### src/rtl/gnw_lcd_pkg.sv
// gnw_lcd_pkg: shared constants, state codes and phase decode
// for the SM510 LCD capture block.
package gnw_lcd_pkg;

  localparam int NUM_COMMONS     = 4;
  localparam int SEGS_PER_COMMON = 32;
  localparam int DISP_BITS       = NUM_COMMONS * SEGS_PER_COMMON;

  typedef logic [1:0] lcd_state_t;

  localparam lcd_state_t SEEK   = 2'd0;
  localparam lcd_state_t RUN    = 2'd1;
  localparam lcd_state_t COMMIT = 2'd2;

  // {valid, idx}: valid only for an exactly one-hot strobe
  function automatic logic [2:0] onehot_idx(
    input logic [NUM_COMMONS-1:0] h
  );
    logic [2:0] r;
    case (h)
      4'b0001: r = 3'b100;
      4'b0010: r = 3'b101;
      4'b0100: r = 3'b110;
      4'b1000: r = 3'b111;
      default: r = 3'b000;
    endcase
    return r;
  endfunction

endpackage

### src/rtl/gnw_lcd_persist.sv
// gnw_lcd_persist: per-segment frame persistence counters.
// A segment stays lit for PERSIST frames after it was last seen on.
import gnw_lcd_pkg::*;

module gnw_lcd_persist #(
  parameter int PERSIST = 2
) (
  input  logic                 clk,
  input  logic                 rst,
  input  logic                 commit,
  input  logic [DISP_BITS-1:0] seen,
  output logic [DISP_BITS-1:0] lit
);

  localparam int CW = $clog2(PERSIST + 1);
  localparam logic [CW-1:0] FULL = CW'(PERSIST);

  logic [CW-1:0] cnt [DISP_BITS];

  always_ff @(posedge clk or posedge rst) begin
    if (rst) begin
      for (int i = 0; i < DISP_BITS; i++)
        cnt[i] <= '0;
    end else if (commit) begin
      for (int i = 0; i < DISP_BITS; i++) begin
        if (seen[i])
          cnt[i] <= FULL;
        else if (cnt[i] != '0)
          cnt[i] <= cnt[i] - 1'b1;
      end
    end
  end

  always_comb begin
    lit = '0;
    for (int i = 0; i < DISP_BITS; i++)
      lit[i] = (cnt[i] != '0);
  end

endmodule

### src/rtl/gnw_lcd_capture.sv
// gnw_lcd_capture: demultiplexes SM510 segment/common outputs into
// a lockable 4x32 display image with persistence and stall detection.
import gnw_lcd_pkg::*;

module gnw_lcd_capture #(
  parameter int PERSIST      = 2,
  parameter int STALL_CYCLES = 8000000
) (
  input  logic        clk,
  input  logic        rst,
  input  logic [15:0] segA,
  input  logic [15:0] segB,
  input  logic [3:0]  H,
  input  logic        Bs,
  input  logic        lock,
  input  logic [6:0]  rd_addr,
  output logic        rd_data,
  output logic        bs_out,
  output logic        frame_done,
  output logic        sync_err,
  output logic        stall
);

  localparam int SW = $clog2(STALL_CYCLES + 1);
  localparam logic [SW-1:0] SMAX = SW'(STALL_CYCLES);

  logic [3:0]           h_q;
  logic [3:0]           h_prev;
  logic [31:0]          seg_q;
  logic                 bs_q;
  logic [2:0]           oh;
  logic [1:0]           idx;
  logic                 ev;
  logic                 v_ev;
  logic                 bad_ev;
  logic                 ph0;
  lcd_state_t           state_q;
  logic [1:0]           nxt;
  logic [DISP_BITS-1:0] work;
  logic [DISP_BITS-1:0] disp;
  logic [DISP_BITS-1:0] lit;
  logic                 bs_acc;
  logic                 bs_last;
  logic                 pending;
  logic                 commit;
  logic [SW-1:0]        scnt;
  logic                 stall_r;
  logic                 stall_hit;

  assign oh        = onehot_idx(h_q);
  assign idx       = oh[1:0];
  assign ev        = (h_q != h_prev);
  assign v_ev      = ev & oh[2];
  assign bad_ev    = ev & ~oh[2];
  assign ph0       = v_ev && (idx == 2'd0);
  assign commit    = (state_q == COMMIT);
  assign stall_hit = !v_ev && (scnt == SMAX - 1'b1);
  assign stall     = stall_r & ~v_ev;

  always_ff @(posedge clk or posedge rst) begin
    if (rst) begin
      h_q    <= '0;
      h_prev <= '0;
      seg_q  <= '0;
      bs_q   <= 1'b0;
    end else begin
      h_q    <= H;
      h_prev <= h_q;
      seg_q  <= {segB, segA};
      bs_q   <= Bs;
    end
  end

  always_ff @(posedge clk or posedge rst) begin
    if (rst) begin
      scnt    <= '0;
      stall_r <= 1'b0;
    end else if (v_ev) begin
      scnt    <= '0;
      stall_r <= 1'b0;
    end else begin
      if (scnt != SMAX)
        scnt <= scnt + 1'b1;
      if (stall_hit)
        stall_r <= 1'b1;
    end
  end

  always_ff @(posedge clk or posedge rst) begin
    if (rst) begin
      state_q    <= SEEK;
      nxt        <= 2'd0;
      work       <= '0;
      bs_acc     <= 1'b0;
      bs_last    <= 1'b0;
      pending    <= 1'b0;
      disp       <= '0;
      bs_out     <= 1'b0;
      frame_done <= 1'b0;
      sync_err   <= 1'b0;
      rd_data    <= 1'b0;
    end else begin
      sync_err   <= bad_ev;
      frame_done <= 1'b0;
      rd_data    <= disp[rd_addr];
      if (pending && !lock) begin
        disp       <= lit;
        bs_out     <= bs_last;
        frame_done <= 1'b1;
        pending    <= 1'b0;
      end
      if (commit) begin
        pending <= 1'b1;
        bs_last <= bs_acc;
      end
      if (stall_hit) begin
        state_q <= SEEK;
        work    <= '0;
        bs_acc  <= 1'b0;
      end else begin
        case (state_q)
          SEEK: begin
            if (ph0) begin
              work[31:0] <= seg_q;
              bs_acc     <= bs_q;
              nxt        <= 2'd1;
              state_q    <= RUN;
            end
          end
          RUN: begin
            if (bad_ev) begin
              state_q <= SEEK;
              work    <= '0;
              bs_acc  <= 1'b0;
            end else if (v_ev && idx == nxt) begin
              work[{idx, 5'd0} +: 32] <= seg_q;
              bs_acc <= bs_acc | bs_q;
              if (idx == 2'd3)
                state_q <= COMMIT;
              else
                nxt <= nxt + 1'b1;
            end else if (v_ev) begin
              sync_err <= 1'b1;
              // an early phase 0 restarts the frame instead of resyncing
              if (idx == 2'd0) begin
                work   <= {{(DISP_BITS-32){1'b0}}, seg_q};
                bs_acc <= bs_q;
                nxt    <= 2'd1;
              end else begin
                state_q <= SEEK;
                work    <= '0;
                bs_acc  <= 1'b0;
              end
            end
          end
          COMMIT: begin
            work    <= '0;
            bs_acc  <= 1'b0;
            state_q <= SEEK;
            if (ph0) begin
              work    <= {{(DISP_BITS-32){1'b0}}, seg_q};
              bs_acc  <= bs_q;
              nxt     <= 2'd1;
              state_q <= RUN;
            end
          end
          default: state_q <= SEEK;
        endcase
      end
    end
  end

  gnw_lcd_persist #(
    .PERSIST (PERSIST)
  ) u_persist (
    .clk    (clk),
    .rst    (rst),
    .commit (commit),
    .seen   (work),
    .lit    (lit)
  );

endmodule
### config.mk
export PLATFORM = sky130hd
export DESIGN_NAME = gnw_lcd_capture
export DESIGN_NICKNAME = d
export VERILOG_FILES = /design/src/rtl/gnw_lcd_pkg.sv /design/src/rtl/gnw_lcd_persist.sv /design/src/rtl/gnw_lcd_capture.sv
export SDC_FILE = /design/constraint.sdc
export NUM_CORES = 1
export LEC_CHECK = 0
export ABC_AREA = 1
export BUFFER_PORTS_ARGS = -buffer_cell sky130_fd_sc_hd__buf_4
export CORE_UTILIZATION = 35
export DETAILED_ROUTE_END_ITERATION = 8
export HOLD_SLACK_MARGIN = 0.06
export SYNTH_ARGS = -nofsm -noshare
export SYNTH_HDL_FRONTEND = slang
export SYNTH_SLANG_ARGS = --single-unit
### constraint.sdc
create_clock -name clk -period 57.4 [get_ports clk]
set_input_delay 17.22 -clock clk [delete_from_list [all_inputs] [get_ports clk]]
set_output_delay 17.22 -clock clk [all_outputs]
set_load 0.02 [all_outputs]
# --- Word level (Yosys, flattened, before mapping) ---
# Cells that the tools add are included.
op_classes:
  n_reduce_logical: 403
  n_eq_ne: 20
  bitwise: 7
  addsub: 131
  magnitude_cmp: 1
  n_shift: 2
  n_mux: 304
ops:
  columns: ["cell", "count"]
  rows:
  - ["2-bit two-way mux", 268]
  - ["2-bit nonzero test", 260]
  - ["128-bit two-way mux", 4]
  - ["2-bit AND reduction", 129]
  - ["2-bit by 1-bit subtractor with 2-bit output, second input constant", 128]
  - ["96-bit case mux with 2 select lines", 1]
  - ["128-bit bitwise mux", 1]
  - ["32-bit by 9-bit variable shift with 128-bit output, first input constant", 1]
  - ["32-bit by 9-bit indexed part select with 128-bit output", 1]
  - ["32-bit two-way mux", 3]
  - ["32-bit case mux with 3 select lines", 1]
  - ["23-bit two-way mux", 2]
  - ["23-bit by 1-bit adder with 23-bit output, second input constant", 1]
  - ["23-bit == test, second input constant", 1]
  - ["23-bit inequality test, second input constant", 1]
  - ["1-bit two-way mux", 19]
  - ["5-bit inequality test, second input constant", 3]
  - ["3-bit inequality test, second input constant", 4]
  - ["3-bit case mux with 4 select lines", 1]
  - ["7-bit negator with 9-bit output", 1]
  - ["7-bit by 8-bit less-than comparator with 1-bit output, second input constant", 1]
  - ["1-bit binary-select mux with 7-bit select", 1]
  - ["7-bit AND reduction", 1]
  - ["2-bit case mux with 3 select lines", 1]
  - ["other kinds (24)", 34]
totals:
  in_bits: 47
  ff_bits: 588
  wordCells: 1014

# --- Depth between registers and ports, before layout ---
# Gate-level depths: netlist of the first run.
depth:
  word_depth: 9
  mapped_depth: 16

# --- Cells and area by module ---
# From an unflattened synthesis of the first run, not the netlist that was laid out.
hier_totals:
  hier_cells: 4410
  hier_area_um2: 31744.2
modules_own_cells:
  columns: ["module", "area_each_um2", "n_inst", "cells_per_inst"]
  rows:
  - ["gnw_lcd_capture", 16339.4, 1, 2190]
  - ["gnw_lcd_persist", 15404.8, 1, 2220]

# --- Least setup slack after synthesis of the first run ---
# OpenSTA, ideal clock, no wires.
synth_path:
  path_kind: "flip-flop to output port"
  from: "register h_q[0]"
  to: "output port stall"
  t_required_ns: 40.180
  arrival_time_ns: 1.469
  slack_ns: 38.711
  n_path_buf: 1
  stages_incl_launch_ff: 8
  path_cell_list: "dfrtp_1 > nor2_2 > nand3_2 > nand2_2 > nand2_4 > inv_2 > clkbuf_1 > nor2_1"
synth_between:
  elab_chain_cells: 5
synth_rtl:
  columns: ["item", "line", "source"]
  rows:
  - ["start: declaration", "gnw_lcd_capture.sv:27", "logic [3:0] h_q;"]
  - ["start signal: assignment", "gnw_lcd_capture.sv:62", "h_q <= '0;"]
  - ["start signal: assignment", "gnw_lcd_capture.sv:67", "h_q <= H;"]
  - ["4-bit == test (tied with other cells)", "gnw_lcd_pkg.sv:20", "case (h)"]
  - ["3-bit case mux with 4 select lines", "gnw_lcd_pkg.sv:20", null]
  - ["1-bit AND *", "gnw_lcd_capture.sv:53", "assign v_ev = ev & oh[2];"]
  - ["1-bit inverter *", "gnw_lcd_capture.sv:58", "assign stall = stall_r & ~v_ev;"]
  - ["1-bit AND *", "gnw_lcd_capture.sv:58", null]
  - ["end: declaration", "gnw_lcd_capture.sv:21", "output logic stall"]
# Every way passes the cells marked *; elsewhere a longest branch is shown, timed or not.

==> results of run 1 <==
[power groups by stage]
stage                     Sequential, uW  Clock (uW)  Combinational, uW
after floorplan                      486           0                188
after global placement               494           0                242
after detailed placement             493           0                247
after CTS                            486         456                248
after global routing                 491         471                279
final                                487         443                247
[cell usage in the layout (no fill, tap or decap), types with 16 or more instances in the layout]
master and count:
sky130_fd_sc_hd__nand2_1 965, sky130_fd_sc_hd__clkbuf_8 16, sky130_fd_sc_hd__clkbuf_16 71, sky130_fd_sc_hd__a21oi_1 138, sky130_fd_sc_hd__nand4_1 20, sky130_fd_sc_hd__inv_1 559, sky130_fd_sc_hd__a22oi_1 86, sky130_fd_sc_hd__buf_4 74
sky130_fd_sc_hd__ha_1 137, sky130_fd_sc_hd__dfrtp_1 588, sky130_fd_sc_hd__o21ai_0 266, sky130_fd_sc_hd__nand3_1 314, sky130_fd_sc_hd__nor2_1 318, sky130_fd_sc_hd__nor3_1 67, sky130_fd_sc_hd__nor4_1 17, sky130_fd_sc_hd__a31oi_1 74
[kinds of logic after synthesis]
family / after synthesis
flops: 588
compound gates: 569
fa+ha+maj: 140
xor+xnor: 10
simple gates: 1737
buf+inv: 744
[state kept, by name, summed over array words and instances (netlist names)]
signal and count:
state_q 2, nxt 2, sync_err 1, scnt 23, work 128, bs_last 1, bs_acc 1, h_prev 4
disp 128, frame_done 1, bs_q 1, seg_q 32, u_persist.cnt 256, bs_out 1, h_q 4, pending 1
rd_data 1, stall_r 1
[worst max-delay path by stage]
stage	start	endpoint	slack [ns]
finish	rst	u_persist.cnt[96]	37.61
global route	rst	u_persist.cnt[240]	37.04
detailed placement	rst	work[117]	36.77
floorplan	rst	bs_acc	23.73
global placement	rst	work[116]	36.78
CTS	rst	disp[10]	37.42
[worst max-delay path, cell delays in order]
cell and delay [ns]:
sky130_fd_sc_hd__buf_4 0.13, sky130_fd_sc_hd__inv_8 0.41, sky130_fd_sc_hd__buf_4 0.83, sky130_fd_sc_hd__buf_12 0.64, sky130_fd_sc_hd__buf_4 0.85
[layer usage]
metal,vias to the layer above,wire length [um],track usage (%)
met5,-,7,0
met4,2,2347,6.186
met3,138,4347,3.235
met2,561,33530,28.05
met1,11450,35850,24.93
li1,12080,-,-
[layout make-up]
type / count / area (um^2)
Fill cell: 8606 / 50640
Sequential cell: 588 / 14710
Multi-Input combinational cell: 2456 / 12290
Inverter: 574 / 2170
Clock buffer: 99 / 2042
Tap cell: 1134 / 1419
Timing Repair Buffer: 75 / 575.6
Clock inverter: 15 / 234.0
[metrics by stage]
step	hold slack [ns]	area, um^2
3_5_place_dp	0.4590	31170
3_3_place_gp	0.4563	31170
4_1_cts	0.4731	33450
2_1_floorplan	0.4309	29900
5_1_grt	0.4796	33450
6_report	0.4711	33450
==> reports/qor.txt, run 1 <==
ROUTING
-------------------------------------------------------------------------------------
Average wire length per cell after detail routing                            15.40 um
Remaining antenna violation count after routing                                     0
Post-detailed-route via-to-cell ratio                                           4.902
Number of detailed-route iterations in the first pass                               5
Total length of routed wires                                                 76.08 mm
Remaining DRCs                                                                      0
Number of DRC markers in iteration 0                                             1783
Overall via count from detail_route                                             24220

LOGIC SYNTHESIS
-------------------------------------------------------------------------------------
Adder-cell share of the synthesized area                                       5.858%
Most frequently used cell type in the post-synthesis netlist             sky130_fd_sc_hd__nand2_1
Cells taking the most area after synthesis                               sky130_fd_sc_hd__dfrtp_1 49%, sky130_fd_sc_hd__nand2_1 12%, sky130_fd_sc_hd__inv_1 7.1%
Share of synthesized registers carrying an async set or reset                  100.0%
Post-synthesis share of cell area spent on and, or, nand and nor gates         24.28%
Register bit total from synthesis                                                 588
Synthesized netlist cell count                                                   3788
Number of nets in the synthesized netlist                                        3975
Xor/xnor cell area share of the yosys netlist                                 0.2929%
Most used standard cells in the synthesized netlist                      966 x sky130_fd_sc_hd__nand2_1, 588 x sky130_fd_sc_hd__dfrtp_1, 562 x sky130_fd_sc_hd__inv_1
Post-synthesis mux area share                                                      0%
Most instantiated flip-flop cell in the synthesis netlist                sky130_fd_sc_hd__dfrtp_1
Cell area after technology mapping                                         29900 um^2
Sequential-to-total area share from yosys stat                                 49.21%
Syn avg cell area                                                          7.894 um^2
Cell type contributing the most total cell area after synthesis          sky130_fd_sc_hd__dfrtp_1
Main combinational cell family by area after synthesis                   simple AND/OR/NAND/NOR gates
Number of enable flip-flop cells after synthesis                                    0
Number of synthesis warnings                                                        0
Complex-gate fraction of the synthesized area                                  10.60%
Yosys top cell area share                                                      49.21%
Distinct cell type count after synthesis                                           37

CLOCK NETWORK
-------------------------------------------------------------------------------------
Worst-path clk slew                                                           0.06 ns
Buffer cell driving the clock tree root                                  sky130_fd_sc_hd__clkbuf_16
Clock tree sinks                                                                  588
Number of buffers on the longest clock path                                         3
Number of buffers inserted by hold repair at cts                                    0
H-Tree Depth                                                                        3
Post-cts sizing count                                                               0
Clk Latency, worst-skew pair                                                  0.62 ns
CTS Buf Count                                                                      68
Clock tree from TritonCTS                                                       built
Number of buffers inserted to repair setup after CTS                                0

STA
-------------------------------------------------------------------------------------
Rel. slew slack                                                                24.59%
Unrepaired setup endpoints after global routing                                    no
Final cycle utilization of the critical path                                   34.48%
Final hold vios                                                                     0
Setup WS post-layout                                                         37.61 ns
Highest achievable clock rate                                               50.53 MHz
Number of pins with negative max-slew slack in the final report                     0
Slew at the pin with the worst max-slew slack                                1.130 ns
Final Critical Period                                                        19.79 ns
Number of endpoints failing setup at the final stage                                0
Setup_tns                                                                        0 ns
Worst setup skew after layout                                              0.02390 ns

DIE
-------------------------------------------------------------------------------------
Core outline area                                                          84090 um^2
DIE WIDTH                                                                    294.3 um
Row cnt                                                                           106
Ports                                                                              52
Total Die Area                                                             86610 um^2
Starting utilization of the core area                                          35.56%
Die height                                                                   294.3 um

SETUP PATH
-------------------------------------------------------------------------------------
Reg-to-reg endpoint                                                          work[74]
Data required time of the critical path                                      58.00 ns
Crit path launch type                                                      input port
Number of cells on the worst reg-to-reg path                                       12
Reg-to-reg slack, setup                                                      52.81 ns
Class of the most critical setup path                                        in2async
R2R Path Start                                                                 h_q[0]
Critical path data arrival time                                              20.40 ns
Kind of end point of the critical path                                      async pin
Largest fanout of any net on the critical path                                    165

WORST HOLD PATH
-------------------------------------------------------------------------------------
Hold path startpoint                                                         work[87]
Cell depth of the worst min-delay path                                              2
Worst hold path endpoint                                                     work[87]
Min-Delay Path Class                                                          reg2reg

POWER
-------------------------------------------------------------------------------------
Power Dens Cells                                                         35.18 nW/um^2
Internal portion of total power                                              796.1 uW
IR Drop Worst-Case VDD                                                     0.02946 mV
Combinational fraction of design power                                          21.0%
Leakage power figure                                                       0.01554 uW
Part of the power in the clock network                                          37.7%
Sequential share of power                                                       41.4%
Reported net switching power                                                 380.5 uW
Design Power                                                                  1177 uW
Sw Ratio                                                                       32.33%

FINISH
-------------------------------------------------------------------------------------
Proportion of layout cells with a drive suffix above 1                         5.963%
Antenna diode count                                                                 0
Area growth from synthesis to layout                                           11.85%
Post-route insts no fill                                                         4941
Post-layout net count                                                            3950
Util after Layout                                                              39.78%

GLOBAL ROUTING
-------------------------------------------------------------------------------------
Antenna violations before repair                                                    1
Largest net degree at the start of global routing                                 166
Global route overflow                                                               0
Vias in the first global route                                                  22930
First-pass GRT wire length                                                   123.6 mm
Overall track demand over capacity in global routing                           17.95%

STATUS
-------------------------------------------------------------------------------------
Run status                                                                  completed

FLOW RUN
-------------------------------------------------------------------------------------
Max-cap violations                                                                  0

PLACE
-------------------------------------------------------------------------------------
Cell count after placement                                                       4827
DPL Wire Length                                                              48.11 mm
Last weighted congestion value of the routability-driven placer                0.8172
Count of port buffers added during placement                                       51
Worst slack, placed                                                          36.77 ns

Note: power is estimated with default switching activity, not from simulation.
==> run 2: changes to the inputs <==
==> constraint.sdc (replaced) <==
create_clock -name clk -period 19.5 [get_ports clk]
set_input_delay 5.85 -clock clk [delete_from_list [all_inputs] [get_ports clk]]
set_output_delay 5.85 -clock clk [all_outputs]
set_load 0.02 [all_outputs]
==> run 2 against run 1 <==
  * Final area increased by 0.14%
  * Wire length is 1.3% higher
  * Worst hold slack worse by 0.0044 ns
  * Combinational power rose to 3.0 times the previous value
  * Register-to-register slack got worse by 38 ns
  * Clock skew is 0.0062 ns higher
  * Sequential cell count did not move
  * First-iteration DRC count is 9.7% higher
  * Critical path depth is 2 higher
  * Sequential share of layout area down 0.063 points
  * Utilization up 0.057 points
==> reports/qor.txt, run 2 (synthesis gave the netlist of run 1 again) <==
WORST HOLD PATH
------------------------------------------------------------------------------
Worst hold path endpoint                                             h_prev[3]
Min-Delay Path Class                                                   reg2reg
Cell depth of the worst min-delay path                                       0
Hold path startpoint                                                    h_q[3]

ROUTING
------------------------------------------------------------------------------
Wire length on met1                                                   36.43 mm
Number of detailed-route iterations in the first pass                        6
Total length of routed wires                                          77.08 mm
Post-detailed-route via-to-cell ratio                                    4.893
Remaining antenna violation count after routing                              0
Number of DRC markers in iteration 0                                      1956
WL met3                                                               4.535 mm
Average wire length per cell after detail routing                     15.57 um
Overall via count from detail_route                                      24220
Remaining DRCs                                                               0
Met2 Wirelength                                                       34.32 mm
Top routing layer in use                                                  met4

STA
------------------------------------------------------------------------------
Setup_tns                                                                 0 ns
Rel. slew slack                                                         23.72%
Number of pins with negative max-slew slack in the final report              0
Worst setup skew after layout                                       0.03009 ns
Number of endpoints failing setup at the final stage                         0
Final Critical Period                                                 8.137 ns
Final cycle utilization of the critical path                            41.73%
Highest achievable clock rate                                        122.9 MHz
Unrepaired setup endpoints after global routing                             no
Slew at the pin with the worst max-slew slack                         1.141 ns
Final hold vios                                                              0

CLOCK NETWORK
------------------------------------------------------------------------------
Clk Latency, worst-skew pair                                           0.61 ns
Clock tree sinks                                                           588
H-Tree Depth                                                                 3
Number of buffers inserted to repair setup after CTS                         0
Number of buffers inserted by hold repair at cts                             0
Post-cts sizing count                                                        0
Clock tree from TritonCTS                                                built
CTS Buf Count                                                               67
Buffer cell driving the clock tree root                           sky130_fd_sc_hd__clkbuf_16
Number of buffers on the longest clock path                                  3
Worst-path clk slew                                                    0.06 ns

DIE
------------------------------------------------------------------------------
Core outline area                                                   84090 um^2
DIE WIDTH                                                             294.3 um
Total Die Area                                                      86610 um^2
Starting utilization of the core area                                   35.56%
Row cnt                                                                    106
Die height                                                            294.3 um
Ports                                                                       52

PLACE
------------------------------------------------------------------------------
DPL Wire Length                                                       49.40 mm
Count of port buffers added during placement                                51
Dpl cell area                                                       31190 um^2
Last weighted congestion value of the routability-driven placer         0.8259

POWER
------------------------------------------------------------------------------
IR Drop Worst-Case VDD                                              0.07575 mV
Reported net switching power                                           1137 uW
Part of the power in the clock network                                   37.8%
Sequential share of power                                                41.2%
Leakage power figure                                                0.01556 uW
Internal portion of total power                                        2352 uW
Combinational fraction of design power                                   21.0%
Sw Ratio                                                                32.58%
Design Power                                                           3489 uW
Power Dens Cells                                                  104.2 nW/um^2

SETUP PATH
------------------------------------------------------------------------------
Data required time of the critical path                               13.65 ns
Reg-to-reg endpoint                                                  work[101]
Kind of end point of the critical path                            primary output
Class of the most critical setup path                                  reg2out
R2R Path Start                                                      state_q[0]
Largest fanout of any net on the critical path                              17
Critical path data arrival time                                        2.29 ns
Peak per-stage delay on the critical path                              0.44 ns
Reg-to-reg slack, setup                                               14.70 ns
Cells traversed along the worst timing path                       nor2_2 -> nand3_2 -> nand2_2 -> nand2_4 -> inv_2 -> nor2_1 -> buf_4
Critical-path cell with the highest stage delay                   sky130_fd_sc_hd__dfrtp_1
Crit path launch type                                                flip-flop
Number of cells on the worst reg-to-reg path                                11

GLOBAL ROUTING
------------------------------------------------------------------------------
Vias in the first global route                                           22880
First-pass GRT wire length                                            125.4 mm
Global route overflow                                                        0
Largest net degree at the start of global routing                          173
Overall track demand over capacity in global routing                    18.18%
Antenna violations before repair                                             1

STATUS
------------------------------------------------------------------------------
Run status                                                           completed

FINISH
------------------------------------------------------------------------------
Area growth from synthesis to layout                                    12.01%
Area of all placed cells without fillers                            33490 um^2
Largest registers ranked by flip-flop count                       u_persist.cnt (256), disp (128), work (128)
Leading cell type in the layout, fill and taps excluded           sky130_fd_sc_hd__nand2_1
Commonest cells after routing, fill and taps aside                965 x sky130_fd_sc_hd__nand2_1, 588 x sky130_fd_sc_hd__dfrtp_1, 560 x sky130_fd_sc_hd__inv_1
Util after Layout                                                       39.83%
Number of flip-flops under the largest register name                       256
Fill cells                                                                8571
Proportion of layout cells with a drive suffix above 1                  6.030%
Post-layout net count                                                     3951
Largest register by flop count                                    u_persist.cnt

FLOW RUN
------------------------------------------------------------------------------
Max-cap violations                                                           0

-- run 2: power by group through the flow --
stage	logic (uW)	clock network [uW]	registers [uW]
after global routing	831	1400	1450
final	731	1320	1440
after detailed placement	734	0	1460
after floorplan	553	0	1430
after CTS	737	1350	1440
after global placement	725	0	1460
-- run 2: per-layer routing --
metal | global-route usage [%] | vias up
li1 | - | 12080
met2 | 28.23 | 581
met5 | 0 | -
met3 | 2.903 | 106
met4 | 6.009 | 0
met1 | 25.74 | 11450
-- run 2: worst max path at each step --
| stage | from | endpoint | slack [ns] | cells after the start |
|---|---|---|---|---|
| floorplan | rst | bs_acc | 5.63 | 1 |
| finish | h_q[0] | stall | 11.36 | 7 |
| global placement | rst | disp[118] | 10.95 | 5 |
| detailed placement | rst | disp[118] | 10.95 | 5 |
| CTS | h_q[0] | stall | 11.27 | 7 |
| global route | h_q[0] | stall | 11.17 | 7 |
-- run 2: area by class of cell --
cell class / instances / area (um^2) / area share (%)
sequential: 588 / 14710 / 43.93
multi-input combinational: 2456 / 12290 / 36.70
inverter: 574 / 2166 / 6.466
clock buffer: 99 / 1979 / 5.910
tap: 1134 / 1419 / 4.236
timing repair buffer: 77 / 603.1 / 1.801
clock inverter: 20 / 315.3 / 0.9414
antenna: 2 / 5.005 / 0.01494
-- run 2: worst max-delay path: cells and delay by family, from the launching register on --
kind	cells	cell delay (ns)
flip-flops	1	0.44
AND/OR/NAND/NOR	5	0.78
buffers and inverters	2	0.44
-- run 2: stage by stage --
stage,setup slack [ns],hold slack [ns],std cells
finish,11.36,0.4667,4950
global route,11.17,0.4965,4949
CTS,11.27,0.4700,4948
detailed placement,10.95,0.4567,4829
global placement,10.95,0.4556,4829
floorplan,5.635,0.4309,3788
==> run 3: changes to the inputs <==
==> constraint.sdc (replaced) <==
create_clock -name clk -period 8.3 [get_ports clk]
set_input_delay 2.49 -clock clk [delete_from_list [all_inputs] [get_ports clk]]
set_output_delay 2.49 -clock clk [all_outputs]
set_load 0.02 [all_outputs]
==> run 3 against run 2 <==
  * Utilization rose by 0.26 points
  * Via count rose by 0.15%
  * Register-to-register slack got worse by 12 ns
  * First-iteration DRC count fell by 4.7%
  * Sequential power rose by 130%
  * Die area did not move
  * Cell count barely moved
  * Wire length barely moved
==> reports/qor.txt, run 3 (synthesis gave the netlist of run 1 again) <==
CLOCK NETWORK
----------------------------------------------------------------------------------
Worst-path clk slew                                                        0.06 ns
Clock tree from TritonCTS                                                    built
Number of buffers inserted to repair setup after CTS                             0
Clk Latency, worst-skew pair                                               0.62 ns
CTS Buf Count                                                                   68
H-Tree Depth                                                                     3
Buffer cell driving the clock tree root                               sky130_fd_sc_hd__clkbuf_16
Clock tree sinks                                                               588
Post-cts sizing count                                                            0
Number of buffers on the longest clock path                                      3
Number of buffers inserted by hold repair at cts                                 0

FINISH
----------------------------------------------------------------------------------
Post-layout net count                                                         3951
Area growth from synthesis to layout                                        12.75%
Largest registers ranked by flip-flop count                           u_persist.cnt (256), disp (128), work (128)
Leading cell type in the layout, fill and taps excluded               sky130_fd_sc_hd__nand2_1
Antenna diode count                                                              0
Proportion of layout cells with a drive suffix above 1                      6.468%
Number of flip-flops under the largest register name                           256
Commonest cells after routing, fill and taps aside                    965 x sky130_fd_sc_hd__nand2_1, 588 x sky130_fd_sc_hd__dfrtp_1, 560 x sky130_fd_sc_hd__inv_1
Largest register by flop count                                        u_persist.cnt
Area of all placed cells without fillers                                33710 um^2

SETUP PATH
----------------------------------------------------------------------------------
Cells traversed along the worst timing path                           nor2_1 -> nand3_2 -> nand2_1 -> nand2_1 -> nand2_1 -> nor2_4 -> buf_4 -> nand2_2 -> buf_4 -> inv_2 -> nand2_1 -> nand3_2 -> nand2_1 -> nand2_1
Data required time of the critical path                                    8.79 ns
Crit path launch type                                                    flip-flop
Number of buffers and inverters on the critical path                             3
Critical path data arrival time                                            5.62 ns
Class of the most critical setup path                                      reg2reg
Family of cells with the greatest summed delay on the critical path   simple AND/OR/NAND/NOR gates
Peak per-stage delay on the critical path                                  0.90 ns
Critical-path cell with the highest stage delay                       sky130_fd_sc_hd__nand3_2
Largest fanout of any net on the critical path                                  52
Kind of end point of the critical path                                   flip-flop
Cell mode on critical path                                            sky130_fd_sc_hd__nand2_1

PLACE
----------------------------------------------------------------------------------
DPL Wire Length                                                           49.22 mm
Last weighted congestion value of the routability-driven placer             0.8250
Count of port buffers added during placement                                    51
Dpl cell area                                                           31200 um^2

WORST HOLD PATH
----------------------------------------------------------------------------------
Min-Delay Path Class                                                       reg2reg

ROUTING
----------------------------------------------------------------------------------
Remaining DRCs                                                                   0
Number of DRC markers in iteration 0                                          1864
Overall via count from detail_route                                          24260
Average wire length per cell after detail routing                         15.55 um
Number of detailed-route iterations in the first pass                            6
Total length of routed wires                                              77.04 mm
Remaining antenna violation count after routing                                  0
Post-detailed-route via-to-cell ratio                                        4.897

GLOBAL ROUTING
----------------------------------------------------------------------------------
Met1 global-route usage                                                     25.84%
Overall track demand over capacity in global routing                        18.19%
Antenna violations before repair                                                 0
Largest net degree at the start of global routing                              156
GRT busiest layer                                                             met2
Global route overflow                                                            0
Vias in the first global route                                               23230
First-pass GRT wire length                                                125.7 mm
Met3 Usage GRT                                                              2.805%
GRT met2 Usage                                                              28.31%

POWER
----------------------------------------------------------------------------------
Power Dens Cells                                                      249.8 nW/um^2
IR Drop Worst-Case VDD                                                   0.1845 mV
Design Power                                                               8422 uW
Leakage power figure                                                    0.01567 uW

DIE
----------------------------------------------------------------------------------
Core outline area                                                       84090 um^2
Row cnt                                                                        106
DIE WIDTH                                                                 294.3 um
Ports                                                                           52
Total Die Area                                                          86610 um^2
Die height                                                                294.3 um
Starting utilization of the core area                                       35.56%

STA
----------------------------------------------------------------------------------
Highest achievable clock rate                                            194.6 MHz
Unrepaired setup endpoints after global routing                                 no
Final hold vios                                                                  0
Hold Slack                                                               0.4673 ns
Rel. slew slack                                                             14.90%
Final Critical Period                                                     5.139 ns
Number of endpoints failing setup at the final stage                             0
Worst setup skew after layout                                           0.03063 ns
Number of pins with negative max-slew slack in the final report                  0
Final cycle utilization of the critical path                                61.91%
Slew at the pin with the worst max-slew slack                             1.275 ns

FLOW RUN
----------------------------------------------------------------------------------
Max-cap violations                                                               0

STATUS
----------------------------------------------------------------------------------
Run status                                                               completed

[run 3: cell count changes in the layout (fill, tap and decap cells not counted), moves of 2 or more]
cell	change
sky130_fd_sc_hd__clkinvlp_4	+3
sky130_fd_sc_hd__clkinv_2	+7
sky130_fd_sc_hd__buf_4	-2
sky130_fd_sc_hd__bufinv_16	+6
sky130_fd_sc_hd__diode_2	-2
sky130_fd_sc_hd__clkbuf_1	-12
[run 3: path summary, 6_finish.rpt]
path	endpoint	cells after the start	slack (ns)	start
min	h_prev[3]	0	0.47	h_q[3]
min reg2reg	h_prev[3]	0	0.47	h_q[3]
max	work[96]	14	3.16	h_q[0]
min in group asynchronous	u_persist.cnt[153]	2	2.06	rst
max reg2reg	work[96]	14	3.16	h_q[0]
max in group asynchronous	work[41]	4	4.72	rst
[run 3: final cells by class]
cell class / count / area, um^2
repair buffers: 76 / 608.1
flip-flops and latches: 588 / 14710
inverters: 574 / 2166
well taps: 1134 / 1419
multi-input cells: 2456 / 12290
fillers: 8535 / 50370
clock buffers: 88 / 1959
clock inverters: 37 / 556.8
[run 3: metal layers]
layer | share of wire (%) | vias to the layer above
met1 | 48 | 11520
met5 | 0 | -
li1 | - | 12070
met3 | 5.4 | 104
met2 | 44 | 562
met4 | 2.4 | 0
[run 3: worst reg2reg max path: cells and delay by family (launching register included)]
| family | cells | cell delay, ns |
|---|---|---|
| and+or+nand+nor | 11 | 3.61 |
| buffers and inverters | 3 | 0.98 |
| DFF | 1 | 0.43 |
[run 3: per-stage QoR]
step                      TNS (ns)  utilization, %  cells  worst slack [ns]
after floorplan           -1296.76               -   3788            -2.205
after global placement           0           37.10   4828             3.269
after detailed placement         0           37.10   4828             3.218
after CTS                        0           40.10   4953             3.239
after global routing             0           40.10   4953             2.738
final                            0           40.10   4953             3.161
[run 3: where the power goes]
part | switching, uW | internal, uW | leakage (uW)
sequential | 190 | 3180 | 0.00797
clock | 1260 | 2080 | 0.00124
combinational | 1230 | 471 | 0.00646
total | 2690 | 5730 | 0.0157
